$ cat config.mk
export PLATFORM = sky130hd
export DESIGN_NAME = chain_timer_ctrl_flat
export DESIGN_NICKNAME = d
export VERILOG_FILES = /design/src/rtl/chain_timer_ctrl_if.sv /design/src/rtl/chain_timer_ctrl.sv /design/src/flat_wrapper.sv
export SDC_FILE = /design/constraint.sdc
export NUM_CORES = 1
export LEC_CHECK = 0
export ABC_CLOCK_PERIOD_IN_PS = 3600
export CORE_MARGIN = 5
export CORE_UTILIZATION = 52
export DETAILED_ROUTE_END_ITERATION = 10
export GPL_ROUTABILITY_DRIVEN = 0
export HOLD_SLACK_MARGIN = 0.15
export PLACE_DENSITY = 0.81
export SETUP_SLACK_MARGIN = 0.5
export SLEW_MARGIN = 20
export SYNTH_ARGS = -nofsm -noshare
export SYNTH_HDL_FRONTEND = slang
export SYNTH_SLANG_ARGS = --single-unit
$ cat constraint.sdc
create_clock -name clk -period 3.6 [get_ports clk]
set_clock_uncertainty 0.15 [all_clocks]
set_input_delay 0.9 -clock clk [delete_from_list [all_inputs] [get_ports clk]]
set_output_delay 0.9 -clock clk [all_outputs]
set_load 0.01 [all_outputs]
$ cat src/rtl/chain_timer_ctrl_if.sv
// Request/status bundle between the chain timer controller and the user module / counter datapath.
// start/pause/clear are levels sampled every clock (no handshake); all outputs are registered one-cycle pulses except busy/done.
interface chain_timer_ctrl_if #(
    parameter int STAGES = 4
);
    logic              start;
    logic              pause;
    logic              clear;
    logic [STAGES-1:0] carry;
    logic [STAGES-1:0] stage_en;
    logic              stage_clr;
    logic              tick;
    logic              busy;
    logic              done;

    modport master (
        input  start, pause, clear, carry,
        output stage_en, stage_clr, tick, busy, done
    );

    modport slave (
        output start, pause, clear, carry,
        input  stage_en, stage_clr, tick, busy, done
    );
endinterface

$ cat src/rtl/chain_timer_ctrl.sv
// Run/pause/clear sequencer and prescaler for a cascaded counter chain.
// Define CHAIN_TIMER_AUTORELOAD_EN to free-run the chain at terminal count instead of stopping in DONE.
module chain_timer_ctrl #(
    parameter int DIV    = 1000,
    parameter int STAGES = 4
) (
    input  logic                clk,
    input  logic                rst,
    chain_timer_ctrl_if.master  bus,
    output logic [1:0]          state_dbg
);
    localparam int            PW   = $clog2(DIV);
    localparam logic [PW-1:0] PMAX = PW'(DIV - 1);

    typedef enum logic [1:0] {
        IDLE   = 2'd0,
        RUN    = 2'd1,
        PAUSED = 2'd2,
        DONE   = 2'd3
    } state_t;

    state_t            state;
    logic [PW-1:0]     pcnt;
    logic [STAGES-1:0] en_mask;
    logic              ripple;

    assign state_dbg = state;

    // Stage i counts when every lower stage sits at terminal count.
    always_comb begin
        en_mask = '0;
        ripple  = 1'b1;
        for (int i = 0; i < STAGES; i++) begin
            en_mask[i] = ripple;
            ripple     = ripple & bus.carry[i];
        end
    end

    always_ff @(posedge clk) begin
        if (rst) begin
            state         <= IDLE;
            pcnt          <= '0;
            bus.stage_en  <= '0;
            bus.stage_clr <= 1'b0;
            bus.tick      <= 1'b0;
            bus.busy      <= 1'b0;
            bus.done      <= 1'b0;
        end else begin
            bus.stage_en  <= '0;
            bus.stage_clr <= 1'b0;
            bus.tick      <= 1'b0;
`ifdef CHAIN_TIMER_AUTORELOAD_EN
            bus.done      <= 1'b0;
`endif
            if (bus.clear) begin
                state         <= IDLE;
                pcnt          <= '0;
                bus.stage_clr <= 1'b1;
                bus.busy      <= 1'b0;
                bus.done      <= 1'b0;
            end else if (bus.start && state != RUN) begin
                // Resume from PAUSED keeps the partial prescaler period.
                if (state == DONE) begin
                    pcnt          <= '0;
                    bus.stage_clr <= 1'b1;
                    bus.done      <= 1'b0;
                end
                state    <= RUN;
                bus.busy <= 1'b1;
            end else if (bus.pause && state == RUN) begin
                state    <= PAUSED;
                bus.busy <= 1'b0;
            end else if (state == RUN) begin
                if (pcnt == PMAX) begin
                    pcnt         <= '0;
                    bus.tick     <= 1'b1;
                    bus.stage_en <= en_mask;
                    if (&bus.carry) begin
`ifdef CHAIN_TIMER_AUTORELOAD_EN
                        bus.done <= 1'b1;
`else
                        state    <= DONE;
                        bus.busy <= 1'b0;
                        bus.done <= 1'b1;
`endif
                    end
                end else begin
                    pcnt <= pcnt + PW'(1);
                end
            end
        end
    end
endmodule
$ cat src/flat_wrapper.sv
// flat-port wrapper written by rule: the top's interface ports become plain ports
module chain_timer_ctrl_flat 
#(
    parameter int DIV    = 1000,
    parameter int STAGES = 4
)
  (clk, rst, state_dbg, bus_start, bus_pause, bus_clear, bus_carry, bus_stage_en, bus_stage_clr, bus_tick, bus_busy, bus_done);
  chain_timer_ctrl_if #(.STAGES(STAGES)) bus_i ();
  input  logic clk;
  input  logic rst;
  output logic [1:0] state_dbg;
  input wire logic [$bits(bus_i.start)-1:0] bus_start;
  input wire logic [$bits(bus_i.pause)-1:0] bus_pause;
  input wire logic [$bits(bus_i.clear)-1:0] bus_clear;
  input wire logic [$bits(bus_i.carry)-1:0] bus_carry;
  output wire logic [$bits(bus_i.stage_en)-1:0] bus_stage_en;
  output wire logic [$bits(bus_i.stage_clr)-1:0] bus_stage_clr;
  output wire logic [$bits(bus_i.tick)-1:0] bus_tick;
  output wire logic [$bits(bus_i.busy)-1:0] bus_busy;
  output wire logic [$bits(bus_i.done)-1:0] bus_done;
  assign bus_i.start = bus_start;
  assign bus_i.pause = bus_pause;
  assign bus_i.clear = bus_clear;
  assign bus_i.carry = bus_carry;
  assign bus_stage_en = bus_i.stage_en;
  assign bus_stage_clr = bus_i.stage_clr;
  assign bus_tick = bus_i.tick;
  assign bus_busy = bus_i.busy;
  assign bus_done = bus_i.done;
  chain_timer_ctrl #(.DIV(DIV), .STAGES(STAGES)) u_core (.clk(clk), .rst(rst), .bus(bus_i), .state_dbg(state_dbg));
endmodule
==> flow_metrics.tcl, run 1 <==
set metrics [dict create \
    core_area_sq_um 1540 \
    numClockSinks 19 \
    postSynthCellCount 89 \
    cts_tree "yes" \
    p_seq_share_pct 60.6 \
    place_hpwl_um 1310 \
    ctsResizeCount 0 \
    worst-path-max-fanout 6 \
    crit_family "simple AND/OR/NAND/NOR gates" \
    cap_violations 0 \
    slew_violations 0 \
    yosysSeqAreaShare_pct 43.9 \
    cp.arrival_ns 2.62 \
    synth.most_common_cell "dfxtp_1" \
    syn_to_final_growth_pct 24.0 \
    clkPwrFrac_pct 30.8 \
    min_period_over_period_pct 70.5 \
    end_kind "flip-flop" \
    internal-power_mw 0.271 \
    start_kind "primary input" \
    htree_levels 1 \
    fp.dieW_um 50.8 \
    setup_viol 0 \
    totalWireLength_um 1740 \
    power_mw 0.353 \
    grt_pass1_vias 706 \
    crit_required_ns 3.69 \
    ys.flop_type "dfxtp_1" \
    p_switching_mw 0.0824 \
    clkTransAtPathRegs_ns 0.11 \
    status "complete, no violations" \
    synth-seq-cells 19 \
    synth.top_cells.by_area "dfxtp_1 44%, nor2_1 4.3%, xnor2_1 4.0%" \
    async_flop_share_pct 0 \
    vias 722 \
    path_cells "clkdlybuf4s50_1 -> nand2_1 -> a21o_4 -> or4_4 -> a21oi_2" \
    dr.first_iter.drc_count 18 \
    pwr-share-comb_pct 8.6 \
    antenna_found_initial 0 \
    clockRootBuffer "clkbuf_4" \
    synth_edf_count 0 \
    setup_tns_ns 0 \
    grt-ovfl-total 0 \
    crit_path_top_delay_cell "clkdlybuf4s50_1" \
    via_per_inst 5.78 \
    firstDrtPassIters 4 \
    synth_area_per_cell_sq_um 9.74 \
    grt_pass1_wl_um 2970 \
    wl_per_cell_um 13.9 \
    io-pin-count 19 \
    rows 14 \
    fmax_mhz 394 \
    die-area_sq_um 2580 \
    antennaDiodeCount 0 \
    postCtsSetupBuffers 0 \
    cts_buffers 3 \
    drive_above_1_share_pct 10.1 \
    initial_core_util_pct 56.3 \
    worst_slew_pin_slew_ns 0.538 \
    finalCriticalPeriod_ns 2.54 \
    yosys.area.top_type_share_pct 43.9 \
    p_sw_share_pct 23.3 \
    rsz0062_at_grt "no" \
    synth.distinct_cells 38 \
    synth_nets 99 \
    yosys-top-cells-count "19 x dfxtp_1, 10 x nor2_1, 6 x a21oi_1" \
    ir_drop_v 0.000229 \
    hold_buffers 0 \
    hold_violations 0 \
    slew_headroom_pct 63.2 \
    cpPeakStageDelay_ns 0.57 \
    clk_path_buf_depth 2 \
    fp.dieH_um 50.8 \
    hold_class "reg -> reg" \
    critPathBufInv 1 \
    clk_latency_ns 0.29 \
    synth_area_sq_um 867 \
    grt.total_usage_pct 14.5 \
    nNetsFinal 120 \
    grt_max_degree 11 \
    yosys_warnings 0 \
    numPortBuffers 18 \
    drc 0 \
    synth_top_area_cell "dfxtp_1" \
    criticalPathCategory "in -> reg" \
    leakage_nw 0.366 \
    ant_nets 0 \
    cellPowerDensity_nw_per_um2 329 \
]
==> kinds of logic (layout without fill, tap and decap cells) <==
family                     after synthesis  after routing  share of synthesized area [%]
adders and majority gates                1              1                           1.44
AOI/OAI and AO/OA                       20             20                           20.1
xor gates and xnor gates                 6              6                           6.06
DFF                                     19             19                           43.9
buffers and inverters                    6             26                           3.90
and+or+nand+nor                         36             36                           23.5
muxes                                    1              1                           1.15
==> worst paths after layout <==
kind                               startpoint                           endpoint  slack, ns  depth (start not counted)
hold / removal    u_core.pcnt[7]$_SDFFE_PP0P_        u_core.pcnt[7]$_SDFFE_PP0P_       0.36                          2
setup / recovery                    bus_start        u_core.pcnt[7]$_SDFFE_PP0P_       1.06                          5
hold reg to reg   u_core.pcnt[7]$_SDFFE_PP0P_        u_core.pcnt[7]$_SDFFE_PP0P_       0.36                          2
setup reg to reg  u_core.pcnt[0]$_SDFFE_PP0P_  u_core.bus.stage_en[3]$_SDFF_PP0_       1.67                          5
==> flip-flops by register name, indices dropped and copies added, names as in the netlist <==
| signal | flops |
|---|---|
| u_core.state_dbg | 2 |
| u_core.bus.stage_clr | 1 |
| u_core.pcnt | 10 |
| u_core.bus.busy | 1 |
| u_core.bus.stage_en | 4 |
| u_core.bus.done | 1 |
==> worst register-to-register path: cells and delay by family (launching register included) <==
kind | cells | cell delay [ns]
fa+ha+maj | 1 | 0.21
flops | 1 | 0.43
simple gates | 4 | 1.09
==> area by class of cell <==
type	instances	area (sq um)
Fill cell	129	467
Clock buffer	4	26.3
Sequential cell	19	380
Multi-Input combinational cell	64	453
Timing Repair Buffer	18	180
Inverter	4	15.0
Tap cell	16	20.0
==> layout by cell type, fill, tap and decap left out <==
master	Yosys	final
a2111oi_0	1	1
a2111oi_4	1	1
a211oi_1	2	2
a21bo_2	1	1
a21o_1	1	1
a21o_4	1	1
a21oi_1	6	6
a21oi_2	1	1
a22oi_2	1	1
and2_1	1	1
and3_1	1	1
and4_1	3	3
and4bb_2	1	1
clkbuf_1	0	1
clkbuf_4	0	3
clkdlybuf4s50_1	0	18
dfxtp_1	19	19
ha_1	1	1
inv_1	4	4
mux2i_1	1	1
nand2_1	4	4
nand2b_1	1	1
nand3_1	5	5
nand3b_1	1	1
nand4_1	2	2
nor2_1	10	10
nor2b_1	1	1
nor3_1	1	1
nor4_1	1	1
o211a_1	1	1
o21a_1	1	1
o22ai_1	1	1
o31ai_1	2	2
or2_1	1	1
or2_2	1	1
or4_1	1	1
or4_4	1	1
xnor2_1	4	4
xor2_1	2	2
==> power by group through the flow <==
| stage | combinational, mW | clock, mW | sequential (mW) |
|---|---|---|---|
| 2_1_floorplan | 0.0141 | 0 | 0.220 |
| 3_3_place_gp | 0.0299 | 0 | 0.219 |
| 3_5_place_dp | 0.0302 | 0 | 0.219 |
| 4_1_cts | 0.0304 | 0.109 | 0.214 |
| 5_1_grt | 0.0333 | 0.121 | 0.215 |
| 6_report | 0.0303 | 0.109 | 0.214 |
==> per-layer routing <==
| layer | vias to the layer above | routed length [um] | part of all wire (%) | track usage (%) |
|---|---|---|---|---|
| met1 | 340 | 823 | 47 | 17.4 |
| met4 | 0 | 14 | 0.81 | 3.83 |
| met2 | 15 | 822 | 47 | 25.0 |
| met5 | - | 0 | 0 | 0 |
| met3 | 2 | 78 | 4.5 | 4.07 |
| li1 | 365 | - | - | - |
==> per-stage QoR <==
step	std cells	utilization [%]	setup slack (ns)	instance area, sq um	hold slack [ns]
floorplan	89	-	1.28	867	0.298
CTS	125	69.7	1.07	1070	0.362
finish	125	69.7	1.06	1070	0.361
global route	125	69.7	0.953	1070	0.379
global placement	121	68.0	0.773	1050	0.311
detailed placement	121	68.0	0.766	1050	0.347
Note: power is estimated with default switching activity, not from simulation.
==> run 2: changes to the inputs <==
--- a/config.mk
+++ b/config.mk
@@ -5,13 +5,13 @@
 export SDC_FILE = /design/constraint.sdc
 export NUM_CORES = 1
 export LEC_CHECK = 0
-export ABC_CLOCK_PERIOD_IN_PS = 3600
+export ABC_CLOCK_PERIOD_IN_PS = 2600
 export CORE_MARGIN = 5
-export CORE_UTILIZATION = 52
+export CORE_UTILIZATION = 48
 export DETAILED_ROUTE_END_ITERATION = 10
 export GPL_ROUTABILITY_DRIVEN = 0
 export HOLD_SLACK_MARGIN = 0.15
-export PLACE_DENSITY = 0.81
+export PLACE_DENSITY = 0.75
 export SETUP_SLACK_MARGIN = 0.5
 export SLEW_MARGIN = 20
 export SYNTH_ARGS = -nofsm -noshare
==> constraint.sdc (replaced) <==
create_clock -name clk -period 2.6 [get_ports clk]
set_clock_uncertainty 0.15 [all_clocks]
set_input_delay 0.65 -clock clk [delete_from_list [all_inputs] [get_ports clk]]
set_output_delay 0.65 -clock clk [all_outputs]
set_load 0.01 [all_outputs]
==> run 2 against run 1 <==
Die area grew 6.7%. Register-to-register slack got worse by 0.93 ns. Hold slack got worse by 0.027 ns. Sequential power up 39%. Largest cell class unchanged.
==> flow_metrics.tcl, run 2 (synthesis results as in run 1) <==
set metrics [dict create \
    ir_drop_v 0.000278 \
    cpPeakStageDelay_ns 0.54 \
    worst-path-max-fanout 6 \
    worstReg2RegStart "u_core.pcnt[0]$_SDFFE_PP0P_" \
    critPathBufInv 1 \
    regArea_sq_um 385 \
    fillers 148 \
    crit_path_start "u_core.state_dbg[0]$_SDFFE_PP0P_" \
    firstDrtPassIters 4 \
    holdWs_ns 0.334 \
    fin_ws_ns 0.580 \
    fin_area_sq_um 1170 \
    path_cells "clkdlybuf4s50_1" \
    end_kind "output pin" \
    initial_core_util_pct 50.2 \
    rows 15 \
    wl_per_cell_um 13.9 \
    power_mw 0.490 \
    post-place-ws_ns -0.0387 \
    reg2reg_slack_ns 0.74 \
    setup_tns_ns 0 \
    vias 779 \
    antennaDiodeCount 0 \
    totalWireLength_um 1960 \
    drc 0 \
    crit_required_ns 1.80 \
    endpoint "state_dbg[0]" \
    clkTransAtPathRegs_ns 0.10 \
    syn_to_final_growth_pct 34.5 \
    mostFrequentLayoutCell "dfxtp_1" \
    final_cell_mix "17 x dfxtp_1, 15 x clkdlybuf4s50_1, 10 x nor2_1, 7 x buf_4, 6 x a21oi_1" \
    numPortBuffers 18 \
    crit_family "buffers and inverters" \
    clockRootBuffer "clkbuf_4" \
    criticalPathCategory "reg -> out" \
    hold_violations 0 \
    regMostFlops "u_core.pcnt" \
    fp.dieW_um 52.5 \
    cts_tree "yes" \
    ff2ff_path_depth 5 \
    worst_slew_pin_slew_ns 0.364 \
    leakage_nw 0.433 \
    nNetsFinal 127 \
    dr.first_iter.drc_count 15 \
    die-area_sq_um 2760 \
    ant_nets 0 \
    clk_path_buf_depth 2 \
    setup_viol 0 \
    cap_violations 0 \
    dp_cells 135 \
    largest_reg_flops 10 \
    core_area_sq_um 1730 \
    status "complete, no violations" \
    drive_above_1_share_pct 21.6 \
    antenna_found_initial 0 \
    finalCriticalPeriod_ns 2.02 \
    crit_path_top_delay_cell "clkdlybuf4s50_1" \
    hold_buffers 0 \
    cp.arrival_ns 1.22 \
    place_area_sq_um 1100 \
    fmax_mhz 495 \
    multi_input_area_sq_um 470 \
    grt_pass1_vias 808 \
    cp.depth 1 \
    place_hpwl_um 1470 \
    hold_class "reg -> reg" \
    grt_pass1_wl_um 3460 \
    io-pin-count 19 \
    timing.rr.end "u_core.bus.stage_en[2]$_SDFF_PP0_" \
    clk_latency_ns 0.29 \
    rsz0062_at_grt "no" \
    grt.total_usage_pct 17.1 \
    cts_buffers 3 \
    via_per_inst 5.52 \
    start_kind "flip-flop" \
    grt-ovfl-total 0 \
    slew_headroom_pct 75.7 \
    fp.dieH_um 52.5 \
    grt_max_degree 12 \
    fin_cells 141 \
    slew_violations 0 \
    min_period_over_period_pct 77.7 \
    numClockSinks 19 \
    htree_levels 1 \
    finish.utilization_pct 67.5 \
    cellPowerDensity_nw_per_um2 420 \
]
## run 2: changes by cell type in the layout (fill, tap and decap cells not counted), moves of 2 or more
cell | before | now
buf_4 | 0 | 7
clkdlybuf4s50_1 | 18 | 15
dfxtp_1 | 19 | 17
dlymetal6s2s_1 | 0 | 2
## run 2: worst min path at each step
| stage | startpoint | end | slack, ns | depth (start not counted) |
|---|---|---|---|---|
| finish | u_core.pcnt[8]$_SDFFE_PP0P_ | u_core.pcnt[8]$_SDFFE_PP0P_ | 0.33 | 2 |
| global route | u_core.bus.done$_SDFFE_PP0P_ | u_core.bus.done$_SDFFE_PP0P_ | 0.38 | 1 |
| CTS | u_core.pcnt[8]$_SDFFE_PP0P_ | u_core.pcnt[8]$_SDFFE_PP0P_ | 0.34 | 2 |
| detailed placement | u_core.pcnt[8]$_SDFFE_PP0P_ | u_core.pcnt[8]$_SDFFE_PP0P_ | 0.32 | 2 |
| global placement | u_core.pcnt[8]$_SDFFE_PP0P_ | u_core.pcnt[8]$_SDFFE_PP0P_ | 0.31 | 2 |
| floorplan | u_core.pcnt[8]$_SDFFE_PP0P_ | u_core.pcnt[8]$_SDFFE_PP0P_ | 0.30 | 2 |
## run 2: worst reg2reg max path, stage by stage, from the launching register on
cell and delay (ns):
dfxtp_1 0.44, ha_1 0.22, and4bb_2 0.25, nand3_1 0.12
nor4_2 0.39, and3_1 0.22
## run 2: routing by layer
metal,GRT usage (%),part of all wire [%]
met1,18.3,41
met5,0,0
met2,31.2,53
met4,4.26,1.8
met3,6.27,5.1
## run 2: final cells by class
cell class / count / share of cell area [%]
Clock buffer: 3 / 1.93
Clock inverter: 1 / 0.429
Inverter: 4 / 1.29
Multi-Input combinational cell: 64 / 40.3
Sequential cell: 19 / 33.0
Tap cell: 25 / 2.68
Timing Repair Buffer: 25 / 20.3
## run 2: repair_timing
action	in CTS	in global routing
endpoints found under the setup margin	6	8
gates resized for setup	7	4
cloned	0	0
pin swaps	3	0
setup buffers	2	0
## run 2: where the power goes
group | internal (mW) | switching [mW] | total (mW) | leakage, nW
Combinational | 0.0258 | 0.0226 | 0.0483 | 0.260
Clock | 0.0572 | 0.0873 | 0.145 | 0.0177
Sequential | 0.294 | 0.00325 | 0.297 | 0.155
==> run 3: changes to the inputs <==
--- a/config.mk
+++ b/config.mk
@@ -5,7 +5,7 @@
 export SDC_FILE = /design/constraint.sdc
 export NUM_CORES = 1
 export LEC_CHECK = 0
-export ABC_CLOCK_PERIOD_IN_PS = 2600
+export ABC_CLOCK_PERIOD_IN_PS = 2070
 export CORE_MARGIN = 5
 export CORE_UTILIZATION = 48
 export DETAILED_ROUTE_END_ITERATION = 10
==> constraint.sdc (replaced) <==
create_clock -name clk -period 2.07 [get_ports clk]
set_clock_uncertainty 0.15 [all_clocks]
set_input_delay 0.5175 -clock clk [delete_from_list [all_inputs] [get_ports clk]]
set_output_delay 0.5175 -clock clk [all_outputs]
set_load 0.01 [all_outputs]
==> run 3 against run 2 <==
Hold slack gained 0.020 ns. Register-to-register slack lost 0.29 ns. Sequential share of layout area is 2.8 points lower. Routed wire length increased by 18%. Flip-flop and latch count unchanged. Critical path type is now reg -> reg.
==> flow_metrics.tcl, run 3 (synthesis results as in run 1) <==
set metrics [dict create \
    power_mw 0.632 \
    die-area_sq_um 2760 \
    slew_headroom_pct 75.6 \
    grt_max_degree 11 \
    rsz0062_at_grt "yes" \
    start_kind "flip-flop" \
    antennaDiodeCount 0 \
    fp.dieH_um 52.5 \
    mostFrequentLayoutCell "buf_4" \
    drive_above_1_share_pct 48.1 \
    initial_core_util_pct 50.2 \
    post-place-ws_ns -0.179 \
    clockRootBuffer "clkbuf_4" \
    final_cell_mix "22 x buf_4, 13 x dfxtp_1, 9 x nor2_1, 7 x clkbuf_2" \
    grt-ovfl-total 0 \
    status "complete, no violations" \
    fin_ws_ns 0.452 \
    reg2reg_slack_ns 0.45 \
    ff2ff_path_depth 6 \
    hold_class "reg -> reg" \
    dr.first_iter.drc_count 16 \
    clk_latency_ns 0.29 \
    regMostFlops "u_core.pcnt" \
    place_area_sq_um 1170 \
    fp.dieW_um 52.5 \
    holdWs_ns 0.355 \
    antenna_found_initial 0 \
    min_period_over_period_pct 78.2 \
    drc 0 \
    core_area_sq_um 1730 \
    numClockSinks 19 \
    io-pin-count 19 \
    whs_endpoint "u_core.pcnt[8]$_SDFFE_PP0P_" \
    vias 853 \
    worst-path-max-fanout 4 \
    largest_reg_flops 10 \
    cts_buffers 3 \
    hold_violations 0 \
    clkTransAtPathRegs_ns 0.10 \
    clk_path_buf_depth 2 \
    worstReg2RegStart "u_core.pcnt[1]$_SDFFE_PP0P_" \
    numPortBuffers 18 \
    fmax_mhz 618 \
    timing.rr.end "u_core.bus.stage_en[3]$_SDFF_PP0_" \
    ir_drop_v 0.000437 \
    via_per_inst 5.40 \
    fin_area_sq_um 1310 \
    grt_pass1_vias 857 \
    wl_per_cell_um 14.6 \
    end_kind "flip-flop" \
    grt_pass1_wl_um 3710 \
    firstDrtPassIters 4 \
    ant_nets 0 \
    nNetsFinal 144 \
    place_hpwl_um 1570 \
    cellPowerDensity_nw_per_um2 483 \
    syn_to_final_growth_pct 50.8 \
    slew_violations 0 \
    totalWireLength_um 2310 \
    htree_levels 1 \
    rows 15 \
    hold_start "u_core.pcnt[8]$_SDFFE_PP0P_" \
    cap_violations 0 \
    grt.total_usage_pct 18.2 \
    setup_tns_ns 0 \
    worst_slew_pin_slew_ns 0.366 \
    finalCriticalPeriod_ns 1.62 \
    cp.arrival_ns 1.71 \
    fillers 122 \
    setup_viol 0 \
    leakage_nw 0.504 \
    criticalPathCategory "reg -> reg" \
    hold_path_depth 2 \
    cts_tree "yes" \
    crit_required_ns 2.16 \
]
==> run 3: cell types whose count changed in the layout (fill, tap and decap cells not counted), moves of 3 or more <==
cell and delta:
buf_4 +15, clkdlybuf4s50_1 -11, clkbuf_2 +7, dfxtp_1 -4
a21oi_1 -3, a21oi_2 +3, clkdlybuf4s15_1 +3
==> run 3: final cells by class <==
type / count / area, sq um / area share [%]
flip-flops and latches: 19 / 395 / 30.2
well taps: 25 / 31.3 / 2.39
multi-input cells: 64 / 519 / 39.7
inverters: 4 / 15.0 / 1.15
clock buffers: 4 / 26.3 / 2.01
repair buffers: 42 / 320 / 24.5
==> run 3: timing repair <==
action,CTS,global route
resized for setup,42,22
pin swaps,17,8
buffers inserted,4,6
hold buffers,0,0
hold endpoints to repair,0,0
setup endpoints to repair,27,25
==> run 3: report_power, final <==
part           internal [mW]  switching [mW]  total [mW]  leakage [nW]
Combinational         0.0413          0.0364      0.0778         0.332
Clock                 0.0749           0.110       0.185        0.0150
Sequential             0.366         0.00246       0.369         0.157
Total                  0.483           0.149       0.632         0.504
==> run 3: per-layer routing <==
metal	vias to the layer above	track usage, %	routed length, um
met5	-	0	0
met4	0	7.23	72
met3	11	5.70	99
met2	23	32.0	1150
met1	407	20.1	982
li1	412	-	-
==> run 3: how the worst max path moves through the flow <==
stage,start,to,slack (ns),cells past startpoint
CTS,u_core.state_dbg[0]$_SDFFE_PP0P_,state_dbg[0],0.43,1
global route,u_core.pcnt[1]$_SDFFE_PP0P_,u_core.bus.stage_en[3]$_SDFF_PP0_,0.40,6
detailed placement,bus_pause,u_core.pcnt[7]$_SDFFE_PP0P_,-0.18,5
floorplan,bus_pause,u_core.pcnt[7]$_SDFFE_PP0P_,0.26,5
global placement,bus_pause,u_core.pcnt[7]$_SDFFE_PP0P_,-0.16,5
finish,u_core.pcnt[1]$_SDFFE_PP0P_,u_core.bus.stage_en[3]$_SDFF_PP0_,0.45,6
==> run 3: critical path, stage by stage (launching register included) <==
cell and delay (ns):
dfxtp_4 0.37, ha_4 0.12, and4bb_2 0.24, nand3_2 0.08, nor4_2 0.27, buf_4 0.17
and4_1 0.16
==> run 3: metrics by stage <==
stage,instances,util [%]
floorplan,89,-
global placement,144,67.9
detailed placement,144,67.9
CTS,152,73.4
global route,158,75.7
finish,158,75.7
